**src/rtl/axis_chsel_pfb_pkg.sv**
```systemverilog
// Shared constants and state type for the PFB channel selector.
// Frame geometry: N_CH channels delivered as BEATS beats of L 32-bit lanes.
package axis_chsel_pfb_pkg;

    localparam int N_CH   = 64;
    localparam int L      = 8;
    localparam int BEATS  = N_CH / L;
    localparam int LANE_W = 32;

    typedef enum logic {
        SYNC = 1'b0,
        RUN  = 1'b1
    } state_t;

endpackage

```
**src/rtl/pfb_frame_tracker.sv**
```systemverilog
// Frame alignment tracker: follows tlast to keep a beat index within the
// PFB frame and flags framing errors (early or missing tlast).
module pfb_frame_tracker
    import axis_chsel_pfb_pkg::*;
#(
    parameter int BEATS = axis_chsel_pfb_pkg::BEATS,
    localparam int BW   = $clog2(BEATS)
) (
    input  logic          aclk,
    input  logic          areset,
    input  logic          tvalid,
    input  logic          tlast,
    output logic [BW-1:0] beat,
    output logic          locked,
    output logic          err_set
);

    localparam logic [BW-1:0] LAST_BEAT = BW'(BEATS - 1);

    state_t          r_state;
    state_t          w_state_nxt;
    logic [BW-1:0]   r_beat;
    logic [BW-1:0]   w_beat_nxt;

    always_ff @(posedge aclk or posedge areset) begin
        if (areset) begin
            r_state <= SYNC;
            r_beat  <= '0;
        end else begin
            r_state <= w_state_nxt;
            r_beat  <= w_beat_nxt;
        end
    end

    // An early tlast realigns in place; a missing tlast means alignment is lost.
    always_comb begin
        w_state_nxt = r_state;
        w_beat_nxt  = r_beat;
        err_set     = 1'b0;
        case (r_state)
            SYNC: begin
                if (tvalid && tlast) begin
                    w_state_nxt = RUN;
                    w_beat_nxt  = '0;
                end
            end
            RUN: begin
                if (tvalid) begin
                    if (r_beat == LAST_BEAT) begin
                        w_beat_nxt = '0;
                        if (!tlast) begin
                            err_set     = 1'b1;
                            w_state_nxt = SYNC;
                        end
                    end else if (tlast) begin
                        err_set    = 1'b1;
                        w_beat_nxt = '0;
                    end else begin
                        w_beat_nxt = r_beat + 1'b1;
                    end
                end
            end
            default: begin
                w_state_nxt = SYNC;
                w_beat_nxt  = '0;
            end
        endcase
    end

    assign beat   = r_beat;
    assign locked = (r_state == RUN);

endmodule

```
**src/rtl/axis_chsel_pfb_8x64.sv**
```systemverilog
// Selects one channel out of each PFB frame and emits it as a single
// registered {Q,I} sample, one cycle after its beat arrives.
module axis_chsel_pfb_8x64
    import axis_chsel_pfb_pkg::*;
#(
    parameter int N_CH = axis_chsel_pfb_pkg::N_CH,
    parameter int L    = axis_chsel_pfb_pkg::L
) (
    input  logic                       aclk,
    input  logic                       areset,
    input  logic                       s_axis_tvalid,
    input  logic                       s_axis_tlast,
    input  logic [LANE_W*L-1:0]        s_axis_tdata,
    input  logic [$clog2(N_CH)-1:0]    chsel,
    input  logic                       err_clr,
    output logic                       m_axis_tvalid,
    output logic [LANE_W-1:0]          m_axis_tdata,
    output logic [$clog2(N_CH)-1:0]    m_axis_tuser,
    output logic                       locked,
    output logic                       err
);

    localparam int BEATS_P   = N_CH / L;
    localparam int BEAT_W    = $clog2(BEATS_P);
    localparam int LANE_BITS = $clog2(L);
    localparam int CH_W      = $clog2(N_CH);

    logic [L-1:0][LANE_W-1:0] w_lanes;
    logic [BEAT_W-1:0]        w_beat;
    logic                     w_locked;
    logic                     w_err_set;
    logic                     w_sel;

    logic [CH_W-1:0]          r_chsel;
    logic                     r_tvalid;
    logic [LANE_W-1:0]        r_tdata;
    logic [CH_W-1:0]          r_tuser;
    logic                     r_err;

    pfb_frame_tracker #(
        .BEATS (BEATS_P)
    ) u_tracker (
        .aclk    (aclk),
        .areset  (areset),
        .tvalid  (s_axis_tvalid),
        .tlast   (s_axis_tlast),
        .beat    (w_beat),
        .locked  (w_locked),
        .err_set (w_err_set)
    );

    assign w_lanes = s_axis_tdata;
    assign w_sel   = w_locked && s_axis_tvalid
                     && (w_beat == r_chsel[CH_W-1:LANE_BITS]);

    // Selection is compared against the value latched at the previous tlast,
    // so a chsel change can only take effect on a frame boundary.
    always_ff @(posedge aclk or posedge areset) begin
        if (areset) begin
            r_chsel  <= '0;
            r_tvalid <= 1'b0;
            r_tdata  <= '0;
            r_tuser  <= '0;
            r_err    <= 1'b0;
        end else begin
            r_tvalid <= w_sel;
            if (w_sel) begin
                r_tdata <= w_lanes[r_chsel[LANE_BITS-1:0]];
                r_tuser <= r_chsel;
            end
            if (s_axis_tvalid && s_axis_tlast) begin
                r_chsel <= chsel;
            end
            if (w_err_set) begin
                r_err <= 1'b1;
            end else if (err_clr) begin
                r_err <= 1'b0;
            end
        end
    end

    assign m_axis_tvalid = r_tvalid;
    assign m_axis_tdata  = r_tdata;
    assign m_axis_tuser  = r_tuser;
    assign locked        = w_locked;
    assign err           = r_err;

endmodule

```
**config.mk**
```make
export PLATFORM = sky130hd
export DESIGN_NAME = axis_chsel_pfb_8x64
export DESIGN_NICKNAME = d
export VERILOG_FILES = /design/src/rtl/axis_chsel_pfb_pkg.sv /design/src/rtl/pfb_frame_tracker.sv /design/src/rtl/axis_chsel_pfb_8x64.sv
export SDC_FILE = /design/constraint.sdc
export NUM_CORES = 1
export LEC_CHECK = 0
export CORE_AREA = 8 8 117 119
export DETAILED_ROUTE_END_ITERATION = 12
export DIE_AREA = 0 0 125 127
export MAX_ROUTING_LAYER = met4
export PLACE_DENSITY = 0.82
export SLEW_MARGIN = 20
export SYNTH_ARGS = -nofsm -noshare
export SYNTH_HDL_FRONTEND = slang
export SYNTH_HIERARCHICAL = 1
export SYNTH_SLANG_ARGS = --single-unit
```
**constraint.sdc**
```tcl
create_clock -name aclk -period 2.4 [get_ports aclk]
set_input_delay 0.36 -clock aclk [delete_from_list [all_inputs] [get_ports aclk]]
set_output_delay 0.36 -clock aclk [all_outputs]
set_load 0.005 [all_outputs]
```
# Word level (Yosys, flattened, before mapping)
# Cells that the tools add are included.
[word_totals]
ff_bits = 50
latchBits = 0
mem_bits_rw = 0
romBits = 0
input_bits = 267
output_inout_bits = 41
word_cells = 37
n_memories = 0
[op_classes]
addsub = 1
mul = 0
div_mod_pow = 0
n_lt_le_gt_ge = 1
eq_ne = 4
shifts = 0
n_mux = 18
n_bitwise = 1
reduce_logical = 5
[op_table]
columns = ["op", "n"]
rows = [
  ["binary-select mux 32 bit (select 3 bit)", 1],
  ["two-way mux 32 bit", 1],
  ["two-way mux 3 bit", 4],
  ["two-way mux 1 bit", 10],
  ["one-hot mux 3 bit (2 select lines)", 1],
  ["< comparator 3 x 4 -> 1 bit (second input constant)", 1],
  ["!= test 2 bit (second input constant)", 2],
  ["adder 3 x 1 -> 3 bit (second input constant)", 1],
  ["equality test 3 bit", 1],
  ["equality test 3 bit (second input constant)", 1],
  ["logical AND 1 bit", 3],
  ["one-hot mux 1 bit (2 select lines)", 1],
  ["AND reduction 2 bit", 1],
  ["nonzero test 2 bit", 1],
  ["inverter 1 bit", 1],
]

# Depth between registers and ports, before layout
# Gate-level depths: netlist of run 1.
[logic_depth]
word_depth = 5
mapped_depth = 5

# Hierarchy
# The synthesis of run 1 kept the hierarchy.
[by_module_without_submodules]
columns = ["module", "n_inst", "cells_each", "area_per_inst_um2", "seq_area_each_um2"]
rows = [
  ["axis_chsel_pfb_8x64", 1, 217, 3809.9, 1151.1],
  ["pfb_frame_tracker", 1, 21, 232.7, 100.1],
]

# Worst setup path before layout of run 1
# No wires, ideal clock.
[synth_timing]
path_type = "reg2reg"
start = "register r_chsel[1]"
end = "register r_tdata[15] (netlist: m_axis_tdata[15])"
t_arrival_ns = 1.704
required_time_ns = 2.275
setup_slack_ns = 0.571
path_stages_with_launch = 6
path_cell_list = "dfrtp_1 buf_2 clkbuf_1 mux4_2 mux2_2 mux2_4"
[synth_between]
elab_chain_len = 2
[synth_rtl]
columns = ["item", "line", "source"]
rows = [
  ["from (decl)", "axis_chsel_pfb_8x64.sv:34", "logic [CH_W-1:0] r_chsel;"],
  ["from (signal assigned)", "axis_chsel_pfb_8x64.sv:72", "r_chsel <= chsel;"],
  ["binary-select mux 32 bit (select 3 bit)", "axis_chsel_pfb_8x64.sv:68", "r_tdata <= w_lanes[r_chsel[LANE_BITS-1:0]];"],
  ["two-way mux 32 bit (implied by the code)", "axis_chsel_pfb_8x64.sv:68", ""],
  ["to (signal assigned)", "axis_chsel_pfb_8x64.sv:68", ""],
  ["to (decl)", "axis_chsel_pfb_8x64.sv:36", "logic [LANE_W-1:0] r_tdata;"],
]
# No other way between the ends. The select of a mux whose other input is x is not followed.
# A chain may end at the register's enable or synchronous reset.

# Worst setup path in the final report of run 1
[layout_timing]
start = "register r_chsel[0]"
end = "register r_tdata[23] (netlist: m_axis_tdata[23])"
# The elaborated chain is that of the path after synthesis.

==> results.md, run 1 <==
- DP Area: 7249 sq um
- Die extent in x: 125 microns
- Post-DP HPWL: 13.17 mm
- Arrival @ worst endpoint: 2.12 ns
- Initial Util: 34.23%
- CP Max Fanout: 28
- Critical path class: reg -> reg
- H-tree level count: 2
- Fin crit share: 81.34%
- Final Util: 63.06%
- Ys Warns: 6
- Clock Power Share: 18.7%
- PwrDens: 667.3 nW/um^2
- Logic pwr share: 52.1%
- Status: completed
- Commonest cells post-synth: mux4_2, dfrtp_1, mux2_2
- Layout cell share with drive strength beyond 1: 29.26%
- CP peak stage delay: 0.55 ns
- Tot GR Track Use: 19.65%
- Site Rows: 40
- Fmax: 512.3 MHz
- CTS Buf Count: 5
- First-pass GRT wire length: 23.83 mm
- Largest net degree at the start of global routing: 40
- Sw Ratio: 25.66%
- Area Overhead vs Synth: 84.25%
- Post_cts resized: 0
- RSZ-0062 raised after global routing: no
- Syn avg cell area: 16.99 sq um
- Skew final: 0.005573 ns
- Initial antenna violation count: 0
- Buf/Inv on CP: 1
- R2R setup slack: 0.45 ns
- Worst EP required: 2.57 ns
- Pint: 3.695 mW
- Vias/cell: 5.204
- Synth top area share: 32.87%
- Synth Cell Area: 4043 sq um
- CP Cell Sequence: buf_12, mux4_2, mux2_2, mux2_4
- Overall routed net length: 15.53 mm
- Critical path's top delay family: multiplexers
- Yosys reg bits: 50
- Worst r2r path cells: 4
- Io pins: 308
- VDD IR-drop max: 0.3669 mV
- Net count after synthesis: 508
- Maxcap violations: 0
- Leakage: 2.889 nW
- Post-synthesis sequential area ratio: 30.95%
- Setup_tns: 0 ns
- Startpoint types: flip-flop
- Die height: 127 microns
- Drt wl/cell: 22.60 microns
- Tot Pwr: 4.970 mW
- Core footprint: 11810 sq um
- Synth top area cells: mux4_2, dfrtp_1, mux2_2, mux2_4, mux4_1
- Cells after Synth: 238
- R2R Path Start: r_chsel[0]
- Async set-reset flop share out of synthesis: 100.0%
- Net count, final: 809
- Drt drc: 0
- Setup Buffers After CTS: 0
- Final Cell Area: 7448 sq um
- Area leader, netlist: mux4_2
- CTS sink count: 50
- Max Slew Vio Count: 0
- Clk pin slew, worst setup/hold paths: 0.07 ns
- Hold WC Path Type: in -> async
- Hold buffer count at cts: 0
- Reg2reg end: m_axis_tdata[23]
- Part of the power in registers: 29.2%
- Dpl cells: 679
- Worst Setup End Kind: flip-flop
- DRT antenna net count: 0
- Primary FF master, synth: dfrtp_1
- Most frequent cell after synthesis: mux4_2
- Vias: 3575
- Non-filler cells, final: 687
- Final Hold Vio Count: 0
- Vias in the first global route: 4258
- Initial DRC count: 110
- Congestion Overflow GR: 0
- Antenna cell count: 0
- Fin crit period: 1.952 ns
- DIE AREA: 15880 sq um
- CTS tree: done
- Clock Tree Buf Depth: 2
- Clk Latency, worst-skew pair: 0.28 ns
- Slowest CP cell: mux4_2
- Setup-failing EPs final: 0
- Netlist cell types: 27
- Clock root cell: clkbuf_16
- RePlAce Congestion: 0.7588
- Worst Tran Pin Value: 0.8433 ns
- EDFF count, synth: 0
- Input/output buffers: 307
- DR pass1 iterations: 4
- Sw power: 1.275 mW
- Relative slew slack: 43.78%
area by class of cell:
type                       count  area (sq um)
fill                         951          4363
clock buffer                   6         138.9
tap                          147         183.9
inverter                       4         15.01
sequential                    50          1257
multi-input combinational    162          2615
clock inverter                 2         60.06
timing repair buffer         316          3178
kinds of logic (layout without fill, tap and decap cells):
logic type,Yosys count,after routing,synth area share (%)
compound gates,6,6,1.052
fa+ha+maj,3,3,0.9286
buf+inv,26,328,4.518
flops,50,50,30.95
simple gates,9,9,1.362
xor+xnor,3,3,0.6501
mux,141,141,60.54
layer usage:
| metal | GRT usage (%) | part of all wire, % |
|---|---|---|
| met1 | 20.61 | 38 |
| met2 | 35.99 | 53 |
| met3 | 5.241 | 7.2 |
| met4 | 5.158 | 1.9 |
| met5 | - | 0 |
per-stage QoR:
step	setup slack (ns)	hold slack [ns]
floorplan	0.5705	0.1261
detailed placement	0.3107	0.4717
finish	0.4479	0.3270
CTS	0.4312	0.3252
global placement	0.3394	0.4621
global route	0.3490	0.3426
how the worst max path moves through the flow:
| stage | startpoint | to | slack, ns | cells past startpoint |
|---|---|---|---|---|
| floorplan | r_chsel[1] | m_axis_tdata[15] | 0.57 | 5 |
| global placement | s_axis_tvalid | m_axis_tuser[1] | 0.34 | 5 |
| detailed placement | s_axis_tvalid | m_axis_tuser[1] | 0.31 | 5 |
| CTS | r_chsel[0] | m_axis_tdata[23] | 0.43 | 4 |
| global route | r_chsel[0] | m_axis_tdata[4] | 0.35 | 4 |
| finish | r_chsel[0] | m_axis_tdata[23] | 0.45 | 4 |
state kept, by name, summed over array words and instances (netlist names):
name              count
err                   1
m_axis_tdata         32
u_tracker/beat        3
m_axis_tuser          6
r_chsel               6
u_tracker/locked      1
m_axis_tvalid         1
placed cells by master, fill, tap and decap left out:
master             n
and2b_1            1
a22o_1             1
nor2_1             2
mux2_2            45
bufinv_16          2
a21o_1             1
and4bb_1           1
a21oi_1            1
inv_2              1
dfrtp_1           47
clkdlybuf4s50_1  307
nor4_2             1
buf_4              6
clkbuf_8           1
mux4_2            59
inv_1              3
dfrtp_2            2
buf_12             3
o21ai_0            1
nand2_1            3
a31oi_1            1
ha_1               3
dfrtp_4            1
and4b_1            1
clkbuf_16          5
xor2_1             3
a221o_1            1
mux4_1             5
mux2_4            32
power groups by stage:
stage / sequential [mW] / combinational [mW] / clock [mW]
detailed placement: 1.46 / 2.64 / 0
floorplan: 1.41 / 1.30 / 0
CTS: 1.46 / 2.64 / 0.962
global route: 1.49 / 2.76 / 0.989
global placement: 1.46 / 2.58 / 0
finish: 1.45 / 2.59 / 0.929
Note: power is estimated with default switching activity, not from simulation.
==> inputs of run 2 (changes only) <==
--- a/config.mk
+++ b/config.mk
@@ -5,11 +5,11 @@
 export SDC_FILE = /design/constraint.sdc
 export NUM_CORES = 1
 export LEC_CHECK = 0
-export CORE_AREA = 8 8 117 119
+export CORE_AREA = 8 8 124 126
 export DETAILED_ROUTE_END_ITERATION = 12
-export DIE_AREA = 0 0 125 127
+export DIE_AREA = 0 0 132 134
 export MAX_ROUTING_LAYER = met4
-export PLACE_DENSITY = 0.82
+export PLACE_DENSITY = 0.76
 export SLEW_MARGIN = 20
 export SYNTH_ARGS = -nofsm -noshare
 export SYNTH_HDL_FRONTEND = slang
==> constraint.sdc (replaced) <==
create_clock -name aclk -period 1.71 [get_ports aclk]
set_input_delay 0.2565 -clock aclk [delete_from_list [all_inputs] [get_ports aclk]]
set_output_delay 0.2565 -clock aclk [all_outputs]
set_load 0.005 [all_outputs]
==> results.md, run 2 (synthesized netlist as in run 1, its figures left out) <==
- Leakage: 3.147 nW
- CP Cell Sequence: buf_4, buf_8, mux4_2, mux2_2, mux2_4
- Layout filler cell count: 1096
- Clk pin slew, worst setup/hold paths: 0.07 ns
- Post-route setup slack: -0.1898 ns
- Relative slew slack: 81.47%
- Post-DP HPWL: 13.88 mm
- Layout cell share with drive strength beyond 1: 33.39%
- Critical path's top delay family: multiplexers
- Fin crit period: 1.900 ns
- CTS Buf Count: 5
- Drt wl/cell: 22.52 microns
- Commonest non-fill, non-tap cell in the layout: clkdlybuf4s50_1
- Startpoint types: flip-flop
- Largest net degree at the start of global routing: 47
- RePlAce Congestion: 0.8538
- Congestion Overflow GR: 0
- Clock root cell: clkbuf_16
- Net count, final: 835
- Area Overhead vs Synth: 96.22%
- Core footprint: 13500 sq um
- Die height: 134 microns
- CP Max Fanout: 5
- Reg area: 1257 sq um
- Slowest CP cell: dfrtp_4
- Vias/cell: 4.962
- Clock Tree Buf Depth: 2
- Overall routed net length: 16.80 mm
- Fin crit share: 111.1%
- Tot GR Track Use: 19.06%
- CTS tree: done
- Maxcap violations: 0
- H-tree level count: 2
- Pre-CTS WS: -0.2731 ns
- Failing checks: negative setup slack
- Critical path class: reg -> reg
- Initial antenna violation count: 0
- Hold buffer count at cts: 0
- Die extent in x: 132 microns
- Vias: 3702
- Drt drc: 0
- Worst Tran Pin Value: 0.2779 ns
- Buf/Inv on CP: 2
- Max FFs per register: 32
- Hold_ws: 0.2083 ns
- Hold WC Path Type: in -> async
- Initial DRC count: 133
- Dpl cells: 730
- DIE AREA: 17690 sq um
- Status: complete, but fails checks
- Io pins: 308
- Worst EP required: 1.88 ns
- Non-filler cells, final: 746
- Max Slew Vio Count: 0
- Input/output buffers: 307
- Worst Setup End Kind: flip-flop
- Arrival @ worst endpoint: 2.07 ns
- Clk Latency, worst-skew pair: 0.29 ns
- Final Cell Area: 7933 sq um
- DRT antenna net count: 0
- Vias in the first global route: 4523
- Site Rows: 43
- Initial Util: 29.94%
- Most frequent cells in the layout: clkdlybuf4s50_1, mux4_2, mux2_4
- Final Hold Vio Count: 0
- VDD IR-drop max: 0.3986 mV
- RSZ-0062 raised after global routing: yes
- PwrDens: 935.7 nW/um^2
- CP peak stage delay: 0.51 ns
- Multi-input logic area: 2668 sq um
- DP Area: 7511 sq um
- First-pass GRT wire length: 25.56 mm
- Setup-failing EPs final: 32
- Fmax: 526.4 MHz
- Skew final: 0.004649 ns
- CTS sink count: 50
- Antenna cell count: 0
- DR pass1 iterations: 6
==> run 2: metal layers <==
layer / global-route usage [%] / vias up / share of wire, %
met2: 34.45 / 200 / 53
met3: 3.889 / 13 / 5.9
met4: 3.893 / 0 / 1.2
li1: - / 1643 / -
met1: 21.40 / 1846 / 40
met5: - / - / 0
==> run 2: power breakdown <==
group / total [mW] / internal, mW / switching, mW / leakage (nW)
clock network: 1.36 / 0.880 / 0.483 / 0.0971
logic: 4.07 / 2.92 / 1.14 / 2.45
registers: 1.99 / 1.68 / 0.316 / 0.597
total: 7.42 / 5.48 / 1.94 / 3.15
==> run 2: path summary, 6_finish.rpt <==
path,depth (start not counted),endpoint,start,slack (ns)
worst min register to register,1,err,err,0.48
min in group aclk,1,err,err,0.48
worst min-delay path,2,u_tracker/locked,areset,0.21
max in group asynchronous,3,r_chsel[0],areset,1.09
worst max-delay path,5,m_axis_tdata[11],r_chsel[0],-0.19
worst max register to register,5,m_axis_tdata[11],r_chsel[0],-0.19
==> run 2: final cells by class <==
cell class / count / share of cell area [%]
repair buffers: 342 / 44.98
clock inverters: 2 / 0.7571
inverters: 4 / 0.1893
multi-input cells: 162 / 33.63
well taps: 180 / 2.839
flip-flops and latches: 50 / 15.85
clock buffers: 6 / 1.751
==> run 2: metrics by stage <==
| stage | TNS (ns) | util, % | power [mW] |
|---|---|---|---|
| floorplan | -2.584 | - | 3.837 |
| global placement | -7.587 | 55.62 | 5.810 |
| detailed placement | -8.231 | 55.62 | 5.899 |
| CTS | -5.385 | 58.29 | 7.469 |
| global route | -6.508 | 58.74 | 7.821 |
| finish | -4.941 | 58.74 | 7.423 |
==> run 2: worst register-to-register path, delay by kind of cell (launching register included) <==
kind | cells | cell delay [ns]
flops | 1 | 0.51
mux | 3 | 0.97
buf+inv | 2 | 0.30
==> run 2: timing repair <==
action                                  4_1_cts  5_1_grt
endpoints found under the setup margin       32       37
gates cloned                                  2        0
resized for setup                            32       12
pin swaps                                     0        1
buffers inserted                              4        2
